[src/rtl/dcache_if_pkg.sv]
// Shared types and constants for the HLS ap_memory data-cache requester.
package dcache_if_pkg;

  localparam int DCACHE_LATENCY = 3;
  localparam int DCACHE_MASK_W  = 4;
  localparam int DCACHE_ADDR_W  = 8;
  localparam int DCACHE_DATA_W  = 32;

  typedef struct packed {
    logic                     we;
    logic [DCACHE_ADDR_W-1:0] addr;
    logic [DCACHE_MASK_W-1:0] mask;
    logic [DCACHE_DATA_W-1:0] wdata;
  } dcache_cmd_t;

endpackage

[src/rtl/dcache_rsp_fifo.sv]
// First-word fall-through response FIFO; rsp_data reads as zero while empty.
module dcache_rsp_fifo #(
  parameter int DBITS = 32,
  parameter int DEPTH = 4,
  parameter int CW    = $clog2(DEPTH + 1)
) (
  input  logic             clk,
  input  logic             rst,
  input  logic             push,
  input  logic [DBITS-1:0] push_data,
  input  logic             rsp_ready,
  output logic             rsp_valid,
  output logic [DBITS-1:0] rsp_data,
  output logic [CW-1:0]    count
);

  localparam int PW = (DEPTH > 1) ? $clog2(DEPTH) : 1;

  logic [DBITS-1:0] mem [DEPTH];
  logic [PW-1:0]    wr_ptr;
  logic [PW-1:0]    rd_ptr;
  logic             full;
  logic             pop;
  logic             wr_en;

  function automatic logic [PW-1:0] ptr_next(input logic [PW-1:0] ptr);
    return (ptr == PW'(DEPTH - 1)) ? '0 : ptr + PW'(1);
  endfunction

  assign full      = (count == CW'(DEPTH));
  assign rsp_valid = (count != '0);
  assign pop       = rsp_valid & rsp_ready;
  // A push into a full FIFO only lands when the head leaves in the same cycle.
  assign wr_en     = push & (~full | pop);
  assign rsp_data  = rsp_valid ? mem[rd_ptr] : '0;

  always_ff @(posedge clk or posedge rst) begin
    if (rst) begin
      wr_ptr <= '0;
      rd_ptr <= '0;
      count  <= '0;
    end else begin
      if (wr_en) wr_ptr <= ptr_next(wr_ptr);
      if (pop)   rd_ptr <= ptr_next(rd_ptr);
      if (wr_en & ~pop)      count <= count + CW'(1);
      else if (pop & ~wr_en) count <= count - CW'(1);
    end
  end

  always_ff @(posedge clk) begin
    if (wr_en) mem[wr_ptr] <= push_data;
  end

  always @(posedge clk) begin
    if (!rst) assert (!(push && full && !pop));
  end

endmodule

[src/rtl/dcache_initiator.sv]
// Drives commands onto a clock-enabled ram_1p cache port, tracks in-flight reads
// against the expected return latency and returns read data in order.
module dcache_initiator
  import dcache_if_pkg::*;
#(
  parameter int ABITS     = 8,
  parameter int DBITS     = 32,
  parameter int LATENCY   = DCACHE_LATENCY,
  parameter int RSP_DEPTH = 4,
  parameter int TIMEOUT   = 64
) (
  input  logic                     clk,
  input  logic                     rst,
  input  logic                     freeze,
  input  logic                     cmd_valid,
  output logic                     cmd_ready,
  input  logic                     cmd_we,
  input  logic [ABITS-1:0]         cmd_addr,
  input  logic [DCACHE_MASK_W-1:0] cmd_mask,
  input  logic [DBITS-1:0]         cmd_wdata,
  output logic                     rsp_valid,
  input  logic                     rsp_ready,
  output logic [DBITS-1:0]         rsp_data,
  output logic                     hls_ap_ce,
  input  logic                     ready,
  output logic [ABITS-1:0]         address0,
  output logic                     ce0,
  output logic                     we0,
  output logic [DCACHE_MASK_W-1:0] we_mask,
  output logic [DBITS-1:0]         d0,
  input  logic [DBITS-1:0]         q0,
  input  logic                     q0_vld,
  output logic                     busy,
  output logic                     err_latency,
  output logic                     err_timeout
);

  localparam int CW = $clog2(RSP_DEPTH + 1);
  localparam int WW = $clog2(TIMEOUT + 1);

  dcache_cmd_t        cmd;
  logic [CW-1:0]      inflight;
  logic [CW-1:0]      fifo_count;
  logic [CW:0]        credits;
  logic [LATENCY-1:0] exp_q;
  logic [LATENCY-1:0] exp_nxt;
  logic [WW-1:0]      wd_cnt;
  logic               rd_issue;
  logic               capture;

  assign hls_ap_ce = ~rst & ~freeze;
  assign credits   = {1'b0, inflight} + {1'b0, fifo_count};
  assign cmd_ready = hls_ap_ce & ready & (credits < (CW + 1)'(RSP_DEPTH));

  always_comb begin
    cmd       = '0;
    cmd.we    = cmd_we;
    cmd.addr  = cmd_addr;
    cmd.mask  = cmd_we ? cmd_mask : '0;
    cmd.wdata = cmd_wdata;
  end

  assign ce0      = cmd_valid & cmd_ready;
  assign address0 = cmd.addr;
  assign we0      = cmd.we;
  assign we_mask  = cmd.mask;
  assign d0       = cmd.wdata;

  assign rd_issue = ce0 & ~cmd_we;
  // A return with nothing outstanding is flagged but never enters the FIFO,
  // so it cannot consume a credit that was never granted.
  assign capture  = q0_vld & hls_ap_ce & (inflight != '0);

  always_comb begin
    exp_nxt    = exp_q << 1;
    exp_nxt[0] = rd_issue;
  end

  always_ff @(posedge clk or posedge rst) begin
    if (rst) begin
      exp_q       <= '0;
      inflight    <= '0;
      wd_cnt      <= '0;
      err_latency <= 1'b0;
      err_timeout <= 1'b0;
    end else begin
      if (hls_ap_ce) begin
        exp_q <= exp_nxt;
        if (exp_q[LATENCY-1] != q0_vld) err_latency <= 1'b1;
      end
      if (rd_issue & ~capture)      inflight <= inflight + CW'(1);
      else if (capture & ~rd_issue) inflight <= inflight - CW'(1);
      // Watchdog measures time since the last return while reads remain open.
      if (capture || inflight == '0) begin
        wd_cnt <= '0;
      end else if (wd_cnt != WW'(TIMEOUT)) begin
        wd_cnt <= wd_cnt + WW'(1);
        if (wd_cnt == WW'(TIMEOUT - 1)) err_timeout <= 1'b1;
      end
    end
  end

  dcache_rsp_fifo #(
    .DBITS (DBITS),
    .DEPTH (RSP_DEPTH),
    .CW    (CW)
  ) u_rsp_fifo (
    .clk       (clk),
    .rst       (rst),
    .push      (capture),
    .push_data (q0),
    .rsp_ready (rsp_ready),
    .rsp_valid (rsp_valid),
    .rsp_data  (rsp_data),
    .count     (fifo_count)
  );

  assign busy = (inflight != '0) | rsp_valid;

endmodule

[config.mk]
export PLATFORM = sky130hd
export DESIGN_NAME = dcache_initiator
export DESIGN_NICKNAME = d
export VERILOG_FILES = /design/src/rtl/dcache_if_pkg.sv /design/src/rtl/dcache_rsp_fifo.sv /design/src/rtl/dcache_initiator.sv
export SDC_FILE = /design/constraint.sdc
export NUM_CORES = 1
export LEC_CHECK = 0
export BUFFER_PORTS_ARGS = -buffer_cell sky130_fd_sc_hd__buf_2
export CAP_MARGIN = 20
export CORE_MARGIN = 2
export CORE_UTILIZATION = 47
export DETAILED_ROUTE_END_ITERATION = 16
export PLACE_DENSITY = 0.86
export REMOVE_ABC_BUFFERS = 1
export SETUP_SLACK_MARGIN = 0.1
export SYNTH_ARGS = -nofsm -noshare
export SYNTH_HDL_FRONTEND = slang
export SYNTH_HIERARCHICAL = 1
export SYNTH_SLANG_ARGS = --single-unit
[constraint.sdc]
create_clock -name clk -period 2.1 [get_ports clk]
set_input_delay 0 -clock clk [delete_from_list [all_inputs] [get_ports clk]]
set_output_delay 0 -clock clk [all_outputs]
set_load 0.02 [all_outputs]
== Yosys cells after proc, flatten, opt, wreduce, memory -nomap -nowiden ==
Memory sizes are Yosys's and may differ from the RTL's.
Cells that the tools add are included.
Word-level totals
  register bits: 22
  memory bits (writable): 128
  output and inout bits: 84
  memories kept: 1
Memories
  u_rsp_fifo.mem: words 4, bits a word 32, rd ports 1, clocked after memory_dff 0, wr ports 1, RTL line dcache_rsp_fifo.sv:19  | logic [DBITS-1:0] mem [DEPTH];
Cells by class
  $add $sub $neg: 8
  order comparisons: 1
  equality and inequality tests: 6
  muxes and demuxes: 12
  bitwise logic cells: 24
  reductions and logical operators: 9
Operators by type and width (count)
  32-bit two-way mux: 1
  7-bit two-way mux: 2
  1-bit AND: 13
  3-bit two-way mux: 4
  1-bit NOT: 9
  7-bit by 1-bit adder with 7-bit output (second input constant): 1
  7-bit by 6-bit == test with 1-bit output (second input constant): 1
  7-bit inequality test (second input constant): 1
  3-bit by 1-bit adder with 3-bit output (second input constant): 2
  2-bit nonzero test: 3
  3-bit nonzero test: 2
  3-bit by 1-bit subtractor with 3-bit output (second input constant): 2
  2-bit by 1-bit adder with 2-bit output (second input constant): 2
  3-bit by 3-bit adder with 4-bit output: 1
  2-bit == test (second input constant): 2
  4-bit by 3-bit less-than comparator with 1-bit output (second input constant): 1
  2-bit two-way mux: 2
  4-bit two-way mux: 1
  3-bit == test (second input constant): 1
  3-bit zero test: 1
  3-bit AND reduction: 1
  1-bit two-way mux: 2
  1-bit bitwise OR: 2
  2-bit AND reduction: 1
  other kinds (2): 2

== Longest topological paths before layout ==
Gate-level depths: netlist of run 1.
  depth after elaboration: 10
  depth in mapped cells: 10

== Hierarchy ==
The synthesis of run 1 kept the hierarchy.
By module, submodules not included
  dcache_rsp_fifo: times used 1, cells an instance 241, area each 5315.1 µm², sequential area each 4018.9 µm²
  dcache_initiator: times used 1, cells an instance 121, area each 1128.6 µm², sequential area each 375.4 µm²

== Worst setup path before layout of run 1 ==
Ideal clock, no wire load.
  kind: register -> register
  from: register inflight[2]
  to: register inflight[2]
  data arrival time: 2.423 ns
  required time: 2.021 ns
  setup slack: -0.403 ns
  stages on the path, launching flop included: 11
  buffers on the path: 0
  path through: dfrtp_1 ha_1 nor4b_1 and3_1 and3b_1 ha_1 inv_1 fa_1 xor2_1 nor2_1 xor2_1
Between the ends
  word-level cells in the longest chain between the ends: 8
  elaborated cells between the ends (all ways): 16
  classes of those cells: add/sub: 3; order compare: 1; mux: 2; bitwise: 8; reduce/logical: 2
RTL lines
  start: declaration: RTL line dcache_initiator.sv:42  | logic [CW-1:0] inflight;
  start signal: assignment: RTL line dcache_initiator.sv:91  | if (rd_issue & ~capture) inflight <= inflight + CW'(1);
  start signal: assignment: RTL line dcache_initiator.sv:92  | else if (capture & ~rd_issue) inflight <= inflight - CW'(1);
  3-bit by 3-bit adder with 4-bit output (*): RTL line dcache_initiator.sv:52  | assign credits = {1'b0, inflight} + {1'b0, fifo_count};
  4-bit by 3-bit less-than comparator with 1-bit output (*): RTL line dcache_initiator.sv:53  | assign cmd_ready = hls_ap_ce & ready & (credits < (CW + 1)'(RSP_DEPTH));
  1-bit AND (*): RTL line dcache_initiator.sv:53
  named net cmd_ready: RTL line dcache_initiator.sv:16  | output logic cmd_ready,
  1-bit AND (*): RTL line dcache_initiator.sv:63  | assign ce0 = cmd_valid & cmd_ready;
  1-bit AND (*): RTL line dcache_initiator.sv:69  | assign rd_issue = ce0 & ~cmd_we;
  named net rd_issue: RTL line dcache_initiator.sv:48  | logic rd_issue;
  1-bit NOT: RTL line dcache_initiator.sv:92
  1-bit AND: RTL line dcache_initiator.sv:92
  2-bit nonzero test (no line)
The timed path passes the listed nets; every way through them passes the cells marked *. The select of a mux whose other input is x is not followed.
A chain may end at the register's enable or synchronous reset.

== Final worst setup path of run 1 ==
  from: register u_rsp_fifo.count[1]
  to: register inflight[2]
Between the ends
  word-level cells in the longest chain between the ends: 8
  elaborated cells between the ends (all ways): 10
  classes of those cells: add/sub: 1; order compare: 1; mux: 1; bitwise: 6; reduce/logical: 1
RTL lines
  start: declaration: RTL line dcache_rsp_fifo.sv:14  | output logic [CW-1:0] count
  start signal: assignment: RTL line dcache_rsp_fifo.sv:45  | if (wr_en & ~pop) count <= count + CW'(1);
  start signal: assignment: RTL line dcache_rsp_fifo.sv:46  | else if (pop & ~wr_en) count <= count - CW'(1);
  3-bit by 3-bit adder with 4-bit output (*): RTL line dcache_initiator.sv:52
  4-bit by 3-bit less-than comparator with 1-bit output (*): RTL line dcache_initiator.sv:53
  1-bit AND (*): RTL line dcache_initiator.sv:53
  1-bit AND (*): RTL line dcache_initiator.sv:63
  1-bit AND (*): RTL line dcache_initiator.sv:69
  named net rd_issue: RTL line dcache_initiator.sv:48
  1-bit NOT: RTL line dcache_initiator.sv:92
  1-bit AND: RTL line dcache_initiator.sv:92
  2-bit nonzero test (no line)
The timed path passes the listed nets; every way through them passes the cells marked *.

==> results of run 1 <==
cells in the mapped netlist (3+ instances only):
master    instances
o21ai_0           5
xnor2_1           4
dfrtp_1          22
nor2_1            9
buf_12            3
buf_2             4
clkbuf_1          4
edfxtp_1        128
buf_4            41
nand2_1           4
or3_1             4
mux2_2            8
mux4_1            4
inv_1            11
nor3_1            4
nand3_1           3
mux4_2           28
and2_1           40
xor2_1            6
a21oi_1           3
ha_1             11
layer usage:
layer | GRT usage | up-vias | part of all wire
li1 | - | 1580 | -
met1 | 0.228 | 1783 | 0.42
met2 | 0.313 | 149 | 0.48
met3 | 0.0968 | 26 | 0.086
met4 | 0.0770 | 2 | 0.018
met5 | 0.0404 | - | 0.0020
sequential cells by signal, indices dropped and copies added, names as in the netlist:
signal             count
u_rsp_fifo/wr_ptr      2
u_rsp_fifo/count       3
u_rsp_fifo/rd_ptr      2
exp_q                  3
wd_cnt                 7
u_rsp_fifo/mem       128
err_timeout            1
err_latency            1
inflight               3
what timing repair did:
action / 4_1_cts / 5_1_grt
setup endpoints to repair: 9 / 31
gates resized for setup: 20 / 52
gates cloned: 1 / 4
endpoints found under the hold margin: 152 / 0
hold buffers: 37 / 0
setup buffers: 12 / 6
pin swaps: 8 / 8
through the flow:
stage,utilization,instance area (µm²),std cells
2_1_floorplan,-,6030,309
3_3_place_gp,0.520,6920,592
3_5_place_dp,0.520,6920,592
4_1_cts,0.605,8040,673
5_1_grt,0.623,8290,679
6_report,0.623,8290,679
placed cells by master, fill, tap and decap left out, types with 9 or more instances in the layout:
cell	synthesis	layout
clkbuf_16	0	20
inv_1	11	9
and2_1	40	20
buf_4	41	33
buf_2	4	70
nor2_1	9	9
mux4_2	28	32
dfrtp_1	22	19
dlygate4sd3_1	0	37
buf_6	1	11
edfxtp_1	128	128
and2_4	0	16
final timing paths:
path	to	start	slack, ns	cells past startpoint
worst min-delay path	address0[0]	cmd_addr[0]	0.00003	0
min in group asynchronous	u_rsp_fifo/count[1]$_DFFE_PP0P_	rst	0.10	3
worst max-delay path	inflight[2]$_DFFE_PP0P_	u_rsp_fifo/count[1]$_DFFE_PP0P_	-0.31	10
max in group asynchronous	wd_cnt[5]$_DFFE_PP0P_	rst	1.47	3
worst max register to register	inflight[2]$_DFFE_PP0P_	u_rsp_fifo/count[1]$_DFFE_PP0P_	-0.31	10
worst min register to register	err_latency$_DFFE_PP0P_	err_latency$_DFFE_PP0P_	0.47	1
kinds of logic (layout without fill, tap and decap cells):
logic type / after synthesis / in the layout / synth area share
DFF: 150 / 150 / 0.682
AOI/OAI and AO/OA: 13 / 13 / 0.0126
buffers and inverters: 64 / 205 / 0.0707
xor gates and xnor gates: 10 / 10 / 0.0136
muxes: 40 / 40 / 0.128
and+or+nand+nor: 72 / 72 / 0.0654
adders and majority gates: 13 / 13 / 0.0276
final cells by class:
| type | count | area share |
|---|---|---|
| inverter | 11 | 0.00498 |
| clock buffer | 20 | 0.0527 |
| clock inverter | 11 | 0.0162 |
| tap | 176 | 0.0266 |
| sequential | 150 | 0.531 |
| multi-input combinational | 148 | 0.205 |
| timing repair buffer | 163 | 0.164 |
power groups by stage:
stage | logic (mW) | clock network (mW) | registers, mW
6_report | 4.30 | 2.89 | 3.74
3_5_place_dp | 3.28 | 0 | 3.77
4_1_cts | 3.66 | 2.96 | 3.74
3_3_place_gp | 3.19 | 0 | 3.74
2_1_floorplan | 1.97 | 0 | 3.94
5_1_grt | 4.64 | 3.09 | 3.78
==> results.yml, run 1 <==
status:
  status: "complete, but fails checks"
  violations: "negative setup slack"
power:
  clkPwrFrac: 0.264
  p_int_mw: 7.70
  switching_share: 0.296
  power_density_nw_per_um2: 1320
  combPwrFrac: 0.393
  switchingPower_mw: 3.24
  irDropWorstVdd_uv: 655
  p_seq_frac: 0.343
  total_power_mw: 10.9
  leakage_nw: 3.15
route:
  wl_per_cell_um: 20.2
  dr.pass1.iters: 6
  vias: 3540
  drc: 0
  drtIter0Drc: 210
  routed_wl_um: 13700
  drtAntennaViolNets: 0
  vias_per_cell: 5.21
clock_tree:
  numCtsBuffers: 17
  cts_sinks: 150
  clockBufferDepth: 2
  insertion_delay_ns: 0.41
  path_clk_slew_ns: 0.06
  cts-root-buf: "clkbuf_16"
  cts_tree: "yes"
  h-tree-depth: 4
setup_path:
  crit_path_start_kind: "flop"
  crit_path_top_delay_cell: "dfrtp_1"
  critPathMaxStageDelay_ns: 0.42
  arrival_ns: 2.74
  crit_fanout: 2
  required_ns: 2.43
  path_cells: "ha_2 -> nor4b_4 -> and3_1 -> and3b_1 -> ha_2 -> inv_2 -> fa_2 -> xor2_1 -> nor2_1 -> xor2_1"
  setup.worst_path.end_class: "flop"
  path_class: "flop to flop"
  path_buf_inv: 1
  cp_top_family: "simple AND/OR/NAND/NOR gates"
layout:
  n_antenna_cell: 0
  final_nets: 588
  regArea_um2: 4400
  area_growth_pct: 28.6
  fill_cells: 934
  multiInputGateArea_um2: 1700
  drive_above_1_share: 0.455
timing:
  period_needed_ns: 2.41
  finalClockSkew_ns: 0.00765
  finalSetupViolations: 2
  max_slew_margin: 0.597
  worst_pin_slew_ns: 0.603
  finalWorstSetupSlack_ns: -0.306
  hold_viol: 0
  timing.final.crit_share: 1.15
  rsz0062_at_grt: "yes"
  fin_setup_tns_ns: -0.528
  max_freq_mhz: 416
  holdWs_ns: 0.0000262
  drv_slew: 0
floorplanning:
  start_util: 0.485
  die_w_um: 121
  coreArea_um2: 13300
  ios: 168
  num_rows: 42
  die-area_um2: 14700
  die_h_um: 121
worst_hold_path:
  min_path_type: "primary input to primary output"
global_routing:
  grt_pass1_vias: 3870
  antenna_found_initial: 0
  grt.total_usage: 0.198
  grt_max_degree: 35
  grt_overflow: 0
  grt_pass1_wl_um: 20800
job:
  maxCapViolations: 0
placement:
  gp_congestion: 0.801
  port_buffers: 87
  pre_cts_ws_ns: -0.407
  dpl.hpwl_um: 8310
yosys:
  yosysUniqueCellTypes: 34
  syn_area_um2: 6440
  yosysTopAreaCellShare: 0.597
  async_flop_share: 0.147
  yosysSeqAreaShare: 0.682
  synth_cells: 362
  synthTopCellsByArea: "edfxtp_1 (60%), mux4_2 (9.8%), dfrtp_1 (8.5%)"
  syn_avg_cell_area_um2: 17.8
  synth-main-ff-cell: "edfxtp_1"
  synth.largest_area_cell: "edfxtp_1"
  synth-seq-cells: 150
  synth-edff-count: 128
  yosys_warnings: 6
Power figures use the tool's default switching activity.
==> inputs of run 2 (changes only) <==
--- a/config.mk
+++ b/config.mk
@@ -10,7 +10,7 @@
 export CORE_MARGIN = 2
 export CORE_UTILIZATION = 47
 export DETAILED_ROUTE_END_ITERATION = 16
-export PLACE_DENSITY = 0.86
+export PLACE_DENSITY = 0.83
 export REMOVE_ABC_BUFFERS = 1
 export SETUP_SLACK_MARGIN = 0.1
 export SYNTH_ARGS = -nofsm -noshare
==> constraint.sdc (replaced) <==
create_clock -name clk -period 2.79 [get_ports clk]
set_input_delay 0 -clock clk [delete_from_list [all_inputs] [get_ports clk]]
set_output_delay 0 -clock clk [all_outputs]
set_load 0.02 [all_outputs]
==> run 2 against run 1 <==
  * The run now ends clean
  * Core utilization fell by 4.3 points
  * Wire length fell by 8.0%
  * Die area unchanged
  * Worst hold slack about the same
  * Clock skew fell by 0.0014 ns
  * Sequential power fell by 21%
  * Register-to-register slack improved by 0.57 ns
  * Worst setup slack improved by 0.57 ns
  * Non-clock buffer count is 30 lower
  * Global-route usage shrank 1.7 points
  * Cell area fell by 7.0%
  * Critical path type unchanged
==> results.yml, run 2 (same netlist as run 1, synthesis figures left out) <==
status:
  status: "finished clean"
timing:
  timing.final.crit_share: 0.907
  rsz0062_at_grt: "no"
  drv_slew: 0
  fin_setup_tns_ns: 0
  holdWs_ns: 0.0000437
  hold_viol: 0
  max_freq_mhz: 395
  finalWorstSetupSlack_ns: 0.260
  period_needed_ns: 2.53
  worst_pin_slew_ns: 0.797
  finalSetupViolations: 0
  finalClockSkew_ns: 0.00624
  max_slew_margin: 0.469
layout:
  fin_util: 0.580
  regMostFlops: "u_rsp_fifo/mem"
  layout_commonest_cell: "edfxtp_1"
  area_growth_pct: 19.6
  layout_common_cells: "edfxtp_1 (128), buf_2 (87), and2_1 (36), dlygate4sd3_1 (36), mux4_2 (28)"
  drive_above_1_share: 0.352
  reg_top3: "u_rsp_fifo/mem x128, wd_cnt x7"
  fill_cells: 991
  multiInputGateArea_um2: 1610
  final_nets: 558
  n_antenna_cell: 0
  largest_reg_flops: 128
  final_cell_area_um2: 7710
  regArea_um2: 4400
  layout.cells.non_filler: 650
placement:
  port_buffers: 87
  dp.cells: 582
  pre_cts_ws_ns: 0.214
  gp_congestion: 0.804
  dpl.hpwl_um: 8300
  detailed_place.area_um2: 6790
clock_tree:
  numCtsBuffers: 17
  cts_tree: "yes"
  clockBufferDepth: 2
  postCtsSetupBuffers: 0
  path_clk_slew_ns: 0.06
  cts_sinks: 150
  insertion_delay_ns: 0.41
  cts-root-buf: "clkbuf_16"
  h-tree-depth: 4
power:
  switching_share: 0.308
  switchingPower_mw: 2.24
  clkPwrFrac: 0.291
  leakage_nw: 2.89
  power_density_nw_per_um2: 945
  combPwrFrac: 0.306
  irDropWorstVdd_uv: 405
  p_seq_frac: 0.403
  p_int_mw: 5.05
  total_power_mw: 7.29
setup_path:
  required_ns: 3.12
  cp_top_family: "adder cells"
  path_buf_inv: 1
  path_cells: "ha_1 -> nor4b_2 -> and3_1 -> and3b_1 -> ha_1 -> inv_1 -> fa_1 -> xor2_1 -> nor2_1 -> xor2_1"
  crit_path_start_kind: "flop"
  path_class: "flop to flop"
  crit_fanout: 3
  arrival_ns: 2.86
  critPathMaxStageDelay_ns: 0.41
  crit_path_top_delay_cell: "dfrtp_1"
  setup.worst_path.end_class: "flop"
global_routing:
  grt_pass1_vias: 3576
  grt_max_degree: 35
  grt_pass1_wl_um: 19300
  antenna_found_initial: 0
  grt_overflow: 0
  grt.total_usage: 0.181
route:
  drtIter0Drc: 189
  drtAntennaViolNets: 0
  drc: 0
  vias_per_cell: 5.23
  vias: 3398
  routed_wl_um: 12600
  wl_per_cell_um: 19.4
  dr.pass1.iters: 4
floorplanning:
  start_util: 0.485
  die_w_um: 121
  ios: 168
  coreArea_um2: 13300
  die-area_um2: 14700
  num_rows: 42
  die_h_um: 121
worst_hold_path:
  min_path_type: "primary input to primary output"
job:
  maxCapViolations: 0
## run 2: power by group through the flow
stage	Sequential (mW)	Combinational (mW)	Clock (mW)
floorplan	2.97	1.49	0
global placement	2.98	2.15	0
detailed placement	2.99	2.20	0
CTS	2.95	2.25	2.15
global route	2.98	2.43	2.25
finish	2.94	2.23	2.12
## run 2: cell type report
cell class | count | area share
sequential | 150 | 0.570
clock buffer | 21 | 0.0571
timing repair buffer | 133 | 0.116
inverter | 11 | 0.00536
multi-input combinational | 148 | 0.208
clock inverter | 11 | 0.0141
tap | 176 | 0.0286
## run 2: worst register-to-register path, stage by stage (launching register included)
cell     delay (ns)
dfrtp_1        0.41
ha_1           0.31
nor4b_2        0.26
and3_1         0.21
and3b_1        0.17
ha_1           0.18
inv_1          0.07
fa_1           0.39
xor2_1         0.16
nor2_1         0.13
xor2_1         0.16
## run 2: worst paths after layout
| path | cells after the start | start | slack, ns | to |
|---|---|---|---|---|
| setup / recovery | 10 | inflight[2]$_DFFE_PP0P_ | 0.26 | inflight[2]$_DFFE_PP0P_ |
| setup reg to reg | 10 | inflight[2]$_DFFE_PP0P_ | 0.26 | inflight[2]$_DFFE_PP0P_ |
| hold / removal | 0 | cmd_addr[5] | 0.00004 | address0[5] |
| hold reg to reg | 1 | err_latency$_DFFE_PP0P_ | 0.45 | err_latency$_DFFE_PP0P_ |
| max in group asynchronous | 3 | rst | 2.18 | wd_cnt[2]$_DFFE_PP0P_ |
| min in group asynchronous | 3 | rst | 0.12 | u_rsp_fifo/count[2]$_DFFE_PP0P_ |
## run 2: timing repair
item | in CTS | in global routing
hold endpoints to repair | 152 | 0
hold buffers | 36 | 0
gates resized for setup | 0 | 1
endpoints found under the setup margin | 0 | 1
## run 2: routing by layer
layer,vias to the layer above,routed length [µm],track usage
met5,-,51,0.0368
met4,2,246,0.0719
met3,23,997,0.0818
met2,136,5870,0.266
met1,1723,5440,0.232
li1,1514,-,-
==> inputs of run 3 (changes only) <==
--- a/config.mk
+++ b/config.mk
@@ -10,6 +10,7 @@
 export CORE_MARGIN = 2
 export CORE_UTILIZATION = 47
 export DETAILED_ROUTE_END_ITERATION = 16
+export MAX_ROUTING_LAYER = met4
 export PLACE_DENSITY = 0.83
 export REMOVE_ABC_BUFFERS = 1
 export SETUP_SLACK_MARGIN = 0.1
==> run 3 against run 2 <==
  * Cell area hardly changed
  * Clock-buffer cell count unchanged
  * Sequential power about the same
  * Worst setup slack gained 0.0052 ns
  * Critical path depth unchanged
  * Critical path type unchanged
  * Critical endpoint unchanged
==> results.yml, run 3 (same netlist as run 1, synthesis figures left out) <==
placement:
  dp.cells: 582
  port_buffers: 87
  dpl.hpwl_um: 8300
  gp_congestion: 0.816
  detailed_place.area_um2: 6790
  pre_cts_ws_ns: 0.214
power:
  irDropWorstVdd_uv: 405
  total_power_mw: 7.29
  power_density_nw_per_um2: 945
  leakage_nw: 2.89
timing:
  finalSetupViolations: 0
  rsz0062_at_grt: "no"
  finalWorstSetupSlack_ns: 0.265
  holdWs_ns: 0.0000437
  worst_pin_slew_ns: 0.814
  timing.final.crit_share: 0.905
  period_needed_ns: 2.52
  drv_slew: 0
  max_freq_mhz: 396
  max_slew_margin: 0.457
  finalClockSkew_ns: 0.00630
  hold_viol: 0
  fin_setup_tns_ns: 0
route:
  routed_wl_um: 12700
  wirelength_met1_um: 5530
  vias_per_cell: 5.21
  drc: 0
  routed-wl-met3_um: 1020
  drtIter0Drc: 190
  dr_wl_met2_um: 5880
  wl_per_cell_um: 19.5
  dr.pass1.iters: 6
  drtAntennaViolNets: 0
  vias: 3393
  routed.top_layer: "met4"
clock_tree:
  cts_sinks: 150
  insertion_delay_ns: 0.41
  postCtsSetupBuffers: 0
  numCtsBuffers: 17
  h-tree-depth: 4
  path_clk_slew_ns: 0.06
  cts-root-buf: "clkbuf_16"
  cts_tree: "yes"
  clockBufferDepth: 2
worst_hold_path:
  holdCritStartpoint: "cmd_addr[5]"
  min_path_type: "primary input to primary output"
  worstHoldPathCells: 0
setup_path:
  required_ns: 3.12
  crit_start: "inflight[2]$_DFFE_PP0P_"
  setup.worst_path.end_class: "flop"
  crit_fanout: 3
  arrival_ns: 2.86
  reg2reg_from: "inflight[2]$_DFFE_PP0P_"
  reg2regPathDepth: 10
  crit_path_start_kind: "flop"
  path_class: "flop to flop"
layout:
  final_cell_area_um2: 7710
  final_nets: 558
  largest_reg_flops: 128
  reg_top3: "u_rsp_fifo/mem x128, wd_cnt x7"
  area_growth_pct: 19.7
  layout_common_cells: "edfxtp_1 (128), buf_2 (87), and2_1 (36), dlygate4sd3_1 (36), mux4_2 (28)"
  layout_commonest_cell: "edfxtp_1"
  fin_util: 0.580
  drive_above_1_share: 0.352
  layout.cells.non_filler: 651
  regMostFlops: "u_rsp_fifo/mem"
global_routing:
  antenna_found_initial: 1
  grt_overflow: 0
  grt_pass1_vias: 3563
  grt_max_degree: 35
  grt.total_usage: 0.186
  grt_pass1_wl_um: 19300
status:
  status: "finished clean"
floorplanning:
  ios: 168
  num_rows: 42
  start_util: 0.485
  die_w_um: 121
  die_h_um: 121
  die-area_um2: 14700
  coreArea_um2: 13300
job:
  maxCapViolations: 0
[run 3: what timing repair did]
item / CTS / global route
hold buffers: 36 / 0
resized for setup: 0 / 1
setup endpoints to repair: 0 / 1
endpoints found under the hold margin: 152 / 0
[run 3: final timing paths]
path / endpoint / slack, ns
setup / recovery: inflight[2]$_DFFE_PP0P_ / 0.27
hold / removal: address0[5] / 0.00004
setup reg to reg: inflight[2]$_DFFE_PP0P_ / 0.27
hold reg to reg: err_latency$_DFFE_PP0P_ / 0.45
max in group asynchronous: wd_cnt[2]$_DFFE_PP0P_ / 2.18
min in group asynchronous: u_rsp_fifo/count[2]$_DFFE_PP0P_ / 0.12
[run 3: worst max-delay path, cell delays in order (launching register included)]
cell and delay (ns):
dfrtp_1 0.41, ha_1 0.31, nor4b_2 0.26, and3_1 0.21
and3b_1 0.17, ha_1 0.18, inv_1 0.07, fa_1 0.39
xor2_1 0.16, nor2_1 0.13, xor2_1 0.16
[run 3: layer usage]
| layer | vias to the layer above | track usage |
|---|---|---|
| met5 | - | - |
| met4 | 0 | 0.0719 |
| met3 | 22 | 0.0822 |
| met2 | 147 | 0.267 |
| met1 | 1710 | 0.235 |
| li1 | 1514 | - |
[run 3: cell type report]
type / instances / area (µm²)
Clock buffer: 21 / 440
Inverter: 11 / 41.3
Timing Repair Buffer: 133 / 896
Antenna cell: 1 / 2.50
Multi-Input combinational cell: 148 / 1610
Sequential cell: 150 / 4400
Tap cell: 176 / 220
Clock inverter: 11 / 109
Fill cell: 990 / 5580
[run 3: where the power goes]
part	internal [mW]	total [mW]	leakage (nW)	switching, mW
clock network	1.30	2.12	0.271	0.817
logic	1.09	2.23	1.19	1.14
registers	2.66	2.94	1.42	0.281
total	5.05	7.29	2.89	2.24
